[src/rtl/intc_pkg.sv]
// Shared definitions for the interrupt controller: register offsets, CTRL bit
// positions, FSM encoding and default ID width.
package intc_pkg;

    localparam int INTC_ID_W = 8;

    // Register select values for Addr[4:2].
    localparam logic [2:0] REG_RAW      = 3'd0;
    localparam logic [2:0] REG_PENDING  = 3'd1;
    localparam logic [2:0] REG_ENABLE   = 3'd2;
    localparam logic [2:0] REG_MODE     = 3'd3;
    localparam logic [2:0] REG_CTRL     = 3'd4;
    localparam logic [2:0] REG_CLAIM    = 3'd5;
    localparam logic [2:0] REG_COMPLETE = 3'd6;

    localparam int CTRL_RR     = 0;
    localparam int CTRL_GIE    = 1;
    localparam int CTRL_ERR    = 8;
    localparam int CTRL_ACTIVE = 16;

    typedef enum logic {
        ST_IDLE   = 1'b0,
        ST_ACTIVE = 1'b1
    } intc_state_t;

endpackage

[src/rtl/intc_rr_arbiter.sv]
// Combinational winner selection: fixed lowest-index priority, or round robin
// starting just after last_grant.
module intc_rr_arbiter #(
    parameter int N_SRC = 4,
    parameter int IDX_W = 2
) (
    input  logic [N_SRC-1:0] eligible,
    input  logic             rr,
    input  logic [IDX_W-1:0] last_grant,
    output logic [IDX_W-1:0] winner,
    output logic             valid
);

    always_comb begin
        int start;
        int idx;
        winner = '0;
        valid  = 1'b0;
        idx    = 0;
        // Fixed priority is round robin anchored at the top index, so index 0 goes first.
        start  = rr ? int'(last_grant) : N_SRC - 1;
        for (int k = 1; k <= N_SRC; k++) begin
            idx = (start + k) % N_SRC;
            if (!valid && eligible[IDX_W'(idx)]) begin
                valid  = 1'b1;
                winner = IDX_W'(idx);
            end
        end
    end

endmodule

[src/rtl/intr_controller.sv]
// Memory-mapped interrupt controller: edge/level capture, enable masking,
// fixed or round-robin arbitration and a claim/complete handshake to the CPU.
//
//   state     | meaning
//   ----------+-----------------------------------------------------------
//   ST_IDLE   | no source in service; IRQ may assert, CLAIM grants winner
//   ST_ACTIVE | source ID in service; masked from arbitration until COMPLETE
module intr_controller
    import intc_pkg::*;
#(
    parameter int N_SRC = 4,
    parameter int ID_W  = INTC_ID_W
) (
    input  logic             clk,
    input  logic             reset,
    input  logic             CS_N,
    input  logic             RD_N,
    input  logic             WR_N,
    input  logic [11:0]      Addr,
    input  logic [31:0]      DataIn,
    output logic [31:0]      DataOut,
    input  logic [N_SRC-1:0] IRQ_SRC,
    output logic             IRQ
);

    localparam int IDX_W = (N_SRC > 1) ? $clog2(N_SRC) : 1;

    logic [N_SRC-1:0] src_prev;
    logic [N_SRC-1:0] pend_edge;
    logic [N_SRC-1:0] enable;
    logic [N_SRC-1:0] mode;
    logic             rr;
    logic             gie;
    logic             err;
    intc_state_t      state, state_next;
    logic [ID_W-1:0]  id, id_next;
    logic [IDX_W-1:0] last_grant, last_grant_next;

    logic [N_SRC-1:0] pending;
    logic [N_SRC-1:0] svc_mask;
    logic [N_SRC-1:0] eligible;
    logic [N_SRC-1:0] claim_clr;
    logic [N_SRC-1:0] w1c_mask;
    logic [IDX_W-1:0] win_idx;
    logic             win_valid;
    logic             claim_fire;
    logic             err_set;
    logic [31:0]      rd_data;

    logic       wr;
    logic [2:0] reg_sel;
    logic       unused_bits;

    assign wr          = ~CS_N & ~WR_N;
    assign reg_sel     = Addr[4:2];
    assign unused_bits = ^{Addr[11:5], Addr[1:0], DataIn};

    // Level sources report the last sample directly and cannot be cleared.
    assign pending  = (mode & pend_edge) | (~mode & src_prev);
    assign eligible = pending & enable & ~svc_mask;
    assign w1c_mask = (wr && reg_sel == REG_PENDING) ? DataIn[N_SRC-1:0] : '0;

    always_comb begin
        svc_mask = '0;
        for (int i = 0; i < N_SRC; i++) begin
            svc_mask[i] = (state == ST_ACTIVE) && (id == ID_W'(i + 1));
        end
    end

    intc_rr_arbiter #(
        .N_SRC (N_SRC),
        .IDX_W (IDX_W)
    ) u_arb (
        .eligible   (eligible),
        .rr         (rr),
        .last_grant (last_grant),
        .winner     (win_idx),
        .valid      (win_valid)
    );

    always_comb begin
        state_next      = state;
        id_next         = id;
        last_grant_next = last_grant;
        claim_fire      = 1'b0;
        err_set         = 1'b0;
        case (state)
            ST_IDLE: begin
                if (wr && reg_sel == REG_CLAIM) begin
                    if (win_valid) begin
                        claim_fire      = 1'b1;
                        id_next         = ID_W'(win_idx) + ID_W'(1);
                        last_grant_next = win_idx;
                        state_next      = ST_ACTIVE;
                    end else begin
                        id_next = '0;
                    end
                end
                if (wr && reg_sel == REG_COMPLETE) begin
                    err_set = 1'b1;
                end
            end
            ST_ACTIVE: begin
                if (wr && reg_sel == REG_COMPLETE) begin
                    if (DataIn[ID_W-1:0] == id) begin
                        state_next = ST_IDLE;
                        id_next    = '0;
                    end else begin
                        err_set = 1'b1;
                    end
                end
            end
            default: state_next = ST_IDLE;
        endcase
    end

    assign claim_clr = claim_fire ? (N_SRC'(1) << win_idx) : '0;

    always_ff @(posedge clk) begin
        if (reset) begin
            src_prev   <= '0;
            pend_edge  <= '0;
            enable     <= '0;
            mode       <= '0;
            rr         <= 1'b0;
            gie        <= 1'b0;
            err        <= 1'b0;
            state      <= ST_IDLE;
            id         <= '0;
            last_grant <= IDX_W'(N_SRC - 1);
            IRQ        <= 1'b0;
        end else begin
            src_prev  <= IRQ_SRC;
            // A new rise wins over a same-cycle W1C or claim clear.
            pend_edge <= (pend_edge & ~(w1c_mask | claim_clr)) | (IRQ_SRC & ~src_prev & mode);
            if (wr && reg_sel == REG_ENABLE) enable <= DataIn[N_SRC-1:0];
            if (wr && reg_sel == REG_MODE)   mode   <= DataIn[N_SRC-1:0];
            if (wr && reg_sel == REG_CTRL) begin
                rr  <= DataIn[CTRL_RR];
                gie <= DataIn[CTRL_GIE];
            end
            err        <= err_set | (err & ~(wr && reg_sel == REG_CTRL && DataIn[CTRL_ERR]));
            state      <= state_next;
            id         <= id_next;
            last_grant <= last_grant_next;
            // Suppress on the claim edge so IRQ falls right after the CPU claims.
            IRQ        <= gie && (state == ST_IDLE) && !claim_fire && (|eligible);
        end
    end

    always_comb begin
        rd_data = '0;
        case (reg_sel)
            REG_RAW:     rd_data = 32'(src_prev);
            REG_PENDING: rd_data = 32'(pending);
            REG_ENABLE:  rd_data = 32'(enable);
            REG_MODE:    rd_data = 32'(mode);
            REG_CTRL: begin
                rd_data[CTRL_RR]     = rr;
                rd_data[CTRL_GIE]    = gie;
                rd_data[CTRL_ERR]    = err;
                rd_data[CTRL_ACTIVE] = (state == ST_ACTIVE);
            end
            REG_CLAIM: begin
                rd_data              = 32'(id);
                rd_data[CTRL_ACTIVE] = (state == ST_ACTIVE);
            end
            default: rd_data = '0;
        endcase
    end

    assign DataOut = (~CS_N & ~RD_N) ? rd_data : 32'h0;

endmodule

[config.mk]
export PLATFORM = sky130hd
export DESIGN_NAME = intr_controller
export DESIGN_NICKNAME = d
export VERILOG_FILES = /design/src/rtl/intc_pkg.sv /design/src/rtl/intc_rr_arbiter.sv /design/src/rtl/intr_controller.sv
export SDC_FILE = /design/constraint.sdc
export NUM_CORES = 1
export LEC_CHECK = 0
export CORE_UTILIZATION = 46
export CTS_CLUSTER_DIAMETER = 50
export DETAILED_ROUTE_END_ITERATION = 10
export GPL_ROUTABILITY_DRIVEN = 1
export MAX_ROUTING_LAYER = met4
export PLACE_DENSITY_LB_ADDON = 0.15
export SKIP_LAST_GASP = 1
export SLEW_MARGIN = 15
export SYNTH_ARGS = -nofsm -noshare
export SYNTH_HDL_FRONTEND = slang
export SYNTH_SLANG_ARGS = --single-unit
[constraint.sdc]
create_clock -name clk -period 3.15 [get_ports clk]
set_input_delay 0.63 -clock clk [delete_from_list [all_inputs] [get_ports clk]]
set_output_delay 0.63 -clock clk [all_outputs]
set_load 0.005 [all_outputs]
==> metrics.log <==
[metrics] outcome: finished clean
[metrics] detailed-route vias per instance: 5.42
[metrics] number of antenna repair diodes: 0
[metrics] endpoint required time on the critical path: 2.52 ns
[metrics] layout net count: 320
[metrics] die width: approximately 67 µm
[metrics] FF+latch count, synth: 26
[metrics] crit-path max cell delay: 0.48 ns
[metrics] Data arrival, critical path: between 2 and 2.5 ns
[metrics] remaining antenna violation count: 0
[metrics] synth top area cells: sky130_fd_sc_hd__dfxtp_1 27%, sky130_fd_sc_hd__buf_4 12%, sky130_fd_sc_hd__nand2_1 5.1%, sky130_fd_sc_hd__a21oi_1 3.6%, sky130_fd_sc_hd__mux2i_1 3.1%
[metrics] number of buffers created by CTS: 3
[metrics] f_max: 0.330 GHz
[metrics] highest-delay cell along the critical path: sky130_fd_sc_hd__clkdlybuf4s50_1
[metrics] max-cap violation count: 0
[metrics] sequential area share after synthesis: 0.269
[metrics] antenna violations before repair: 0
[metrics] Unique masters post-synth: 57
[metrics] number of global-route vias before repair: around 1,500
[metrics] weighted congestion reported at the end of routability-driven placement: 0.892
[metrics] post-synthesis instance area: 1930 µm²
[metrics] vias after detailed routing: approximately 1,700
[metrics] type of element launching the critical path: input port
[metrics] number of synthesis warnings: 0
[metrics] Crit path top cell by count: sky130_fd_sc_hd__clkdlybuf4s50_1
[metrics] Worst setup EP type: output port
[metrics] Yosys top cell area share: 0.269
[metrics] number of violations reported at the end of detailed-routing iteration 0: 95
[metrics] HPWL reported at the end of detailed placement: ~3.6 mm
[metrics] total of hold buffers inserted after clock tree synthesis: 0
[metrics] headroom to the max-slew limit: 0.662
[metrics] grt total ovfl: 0
[metrics] Hold Violations, Final: 0
[metrics] ratio of cells with drive above 1 in the final layout: 0.130
[metrics] period utilization: 0.962
[metrics] all-layer global routing usage: 0.231
[metrics] area of the core: 4030 µm²
[metrics] Post-synth EDFFs: 0
[metrics] deepest level of the CTS H-tree: 1
[metrics] clock network latency to the later pin of the worst-skew pair: 0.28 ns
[metrics] Initial Util: 0.480
[metrics] number of filler cells placed in the layout: 387
[metrics] per-instance average area after synthesis: around 8.4 µm²
[metrics] Clk pin slew, worst setup/hold paths: approximately 0.10 ns
[metrics] async set-or-reset flop fraction in the synthesized netlist: 0
[metrics] cell chain of the critical path: clkdlybuf4s50_1 > inv_1 > buf_4 > a32oi_1 > a21oi_1 > a41o_1 > and2_1 > clkdlybuf4s50_1
[metrics] highest fanout seen on the critical path: 5
[metrics] wire length of the first global-routing pass: 7.42 mm
[metrics] Sink Count: 26
[metrics] cell type group with the largest total delay on the critical path: buffers and inverters
[metrics] total die area: roughly 4500 µm²
[metrics] clock tree root driver cell: sky130_fd_sc_hd__clkbuf_8
[metrics] number of iterations in the first detailed-routing pass: 4
[metrics] total setup violations reported at the end of the flow: 0
[metrics] Routed WL: 4.62 mm
[metrics] Slew @ Worst Pin: 0.503 ns
[metrics] postcts setup bufs: 0
[metrics] TritonCTS clock tree: yes
[metrics] Cells after Synth: 230
[metrics] Final Instance Count excl. Fillers: 312
[metrics] leading cell types in the layout, fill and taps excluded: 26 x sky130_fd_sc_hd__dfxtp_1, 26 x sky130_fd_sc_hd__nand2_1, 26 x sky130_fd_sc_hd__conb_1
[metrics] buffers added on ports: 27
[metrics] area added between synthesis and finish: 17.6%
[metrics] Clock Tree Buf Depth: 2
[metrics] leakage power of the design: between 0.9 and 1 nW
[metrics] Fin Setup TNS: 0 ns
[metrics] largest net degree at the start of global routing: 15
[metrics] post-DR wirelength/cell: 14.8 µm
[metrics] power per unit of standard cell area: roughly 290 nW/µm²
[metrics] site row count: 23
[metrics] primary flip-flop cell chosen by synthesis mapping: sky130_fd_sc_hd__dfxtp_1
[metrics] Hold/Removal Path Class: flop to flop
[metrics] post-route minimum period: 3.03 ns
[metrics] Layout Skew: 0.00497 ns
[metrics] I/O pin count: 86
[metrics] total buffers and inverters traversed by the critical path: 4
[metrics] instance count after placement with tap cells included: 308
[metrics] overall die height: 66.8 µm
[metrics] Crit Path Class: input port to output port
[metrics] RSZ-0062 raised after global routing: true
[metrics] Yosys top cell by area: sky130_fd_sc_hd__dfxtp_1
[metrics] number of max-slew violations in the final report: 0
[metrics] number of design rule violations left after detail routing: 0
[metrics] largest vdd supply drop: 0.000212 V
==> cells by family (layout without fill, tap and decap cells) <==
family | Yosys count | in the layout | synth area share
XOR/XNOR | 4 | 4 | 0.0181
other | 1 | 26 | 0.00194
flip-flops | 26 | 26 | 0.269
adder cells (fa/ha/maj) | 4 | 4 | 0.0259
multiplexers | 11 | 11 | 0.0641
AO/OA/AOI/OAI | 51 | 51 | 0.205
buffers and inverters | 42 | 49 | 0.142
AND/OR/NAND/NOR | 91 | 91 | 0.273
==> registers in the layout, summed over array words and instances (netlist names), 2 cells and up <==
signal / count
id: 3
src_prev: 4
last_grant: 2
mode: 4
pend_edge: 4
enable: 4
==> path summary, 6_finish.rpt <==
check	from	endpoint	cells after the start	slack, ns
worst max-delay path	Addr[3]	DataOut[2]	8	0.12
worst min-delay path	gie	gie	2	0.49
worst max register to register	rr	pend_edge[3]	9	0.82
worst min register to register	gie	gie	2	0.49
==> power breakdown <==
part	leakage [nW]	internal [W]	total (W)	switching, W
clock	0.0288	0.000112	0.000224	0.000112
sequential	0.211	0.000333	0.000339	0.00000520
combinational	0.689	0.0000493	0.0000985	0.0000492
==> tightest hold or removal path, cell delays in order, from the launching register on <==
cell                      delay (ns)
sky130_fd_sc_hd__dfxtp_1        0.34
sky130_fd_sc_hd__nand2_1        0.06
sky130_fd_sc_hd__a21oi_1        0.05
==> layout make-up <==
cell class | instances | area [µm²] | area share
timing repair buffer | 40 | 382 | 0.168
inverter | 5 | 18.8 | 0.00826
tap | 50 | 62.6 | 0.0275
sequential | 26 | 520 | 0.229
multi-input combinational | 187 | 1230 | 0.543
clock buffer | 4 | 55.1 | 0.0242
==> layer usage <==
layer / up-vias / track usage / share of wire
li1: 853 / - / -
met1: 785 / 0.303 / 0.49
met2: 47 / 0.362 / 0.46
met3: 7 / 0.0240 / 0.031
met4: 0 / 0.0878 / 0.017
met5: - / - / 0
==> per-stage QoR <==
step	setup slack (ns)	total power [W]	cell area [µm²]	hold slack, ns	utilization
global route	-0.0351	0.000692	2270	0.524	0.564
detailed placement	0.0108	0.000444	2210	0.478	0.549
CTS	0.0382	0.000661	2270	0.489	0.562
global placement	0.0127	0.000444	2210	0.484	0.549
finish	0.120	0.000662	2270	0.493	0.564
floorplan	0.899	0.000414	2030	0.444	-
==> cells in the mapped netlist (4+ instances only) <==
master                      instances
sky130_fd_sc_hd__buf_4             30
sky130_fd_sc_hd__dfxtp_1           26
sky130_fd_sc_hd__nand2_1           26
sky130_fd_sc_hd__a21oi_1           14
sky130_fd_sc_hd__nor2_1            14
sky130_fd_sc_hd__nand3_1           11
sky130_fd_sc_hd__nor2b_1            9
sky130_fd_sc_hd__mux2i_1            6
sky130_fd_sc_hd__a32oi_1            5
sky130_fd_sc_hd__a41o_1             5
sky130_fd_sc_hd__nor3_1             5
sky130_fd_sc_hd__and3b_1            4
sky130_fd_sc_hd__ha_1               4
sky130_fd_sc_hd__inv_1              4
sky130_fd_sc_hd__nand4bb_1          4
==> repair_timing <==
| item | in CTS | in global routing |
|---|---|---|
| setup endpoints to repair | 1 | 3 |
| pin swaps | 0 | 1 |
| gates cloned | 0 | 0 |
| endpoints found under the hold margin | 0 | 0 |
| gates resized for setup | 1 | 3 |
(Power assumes the default switching activity.)
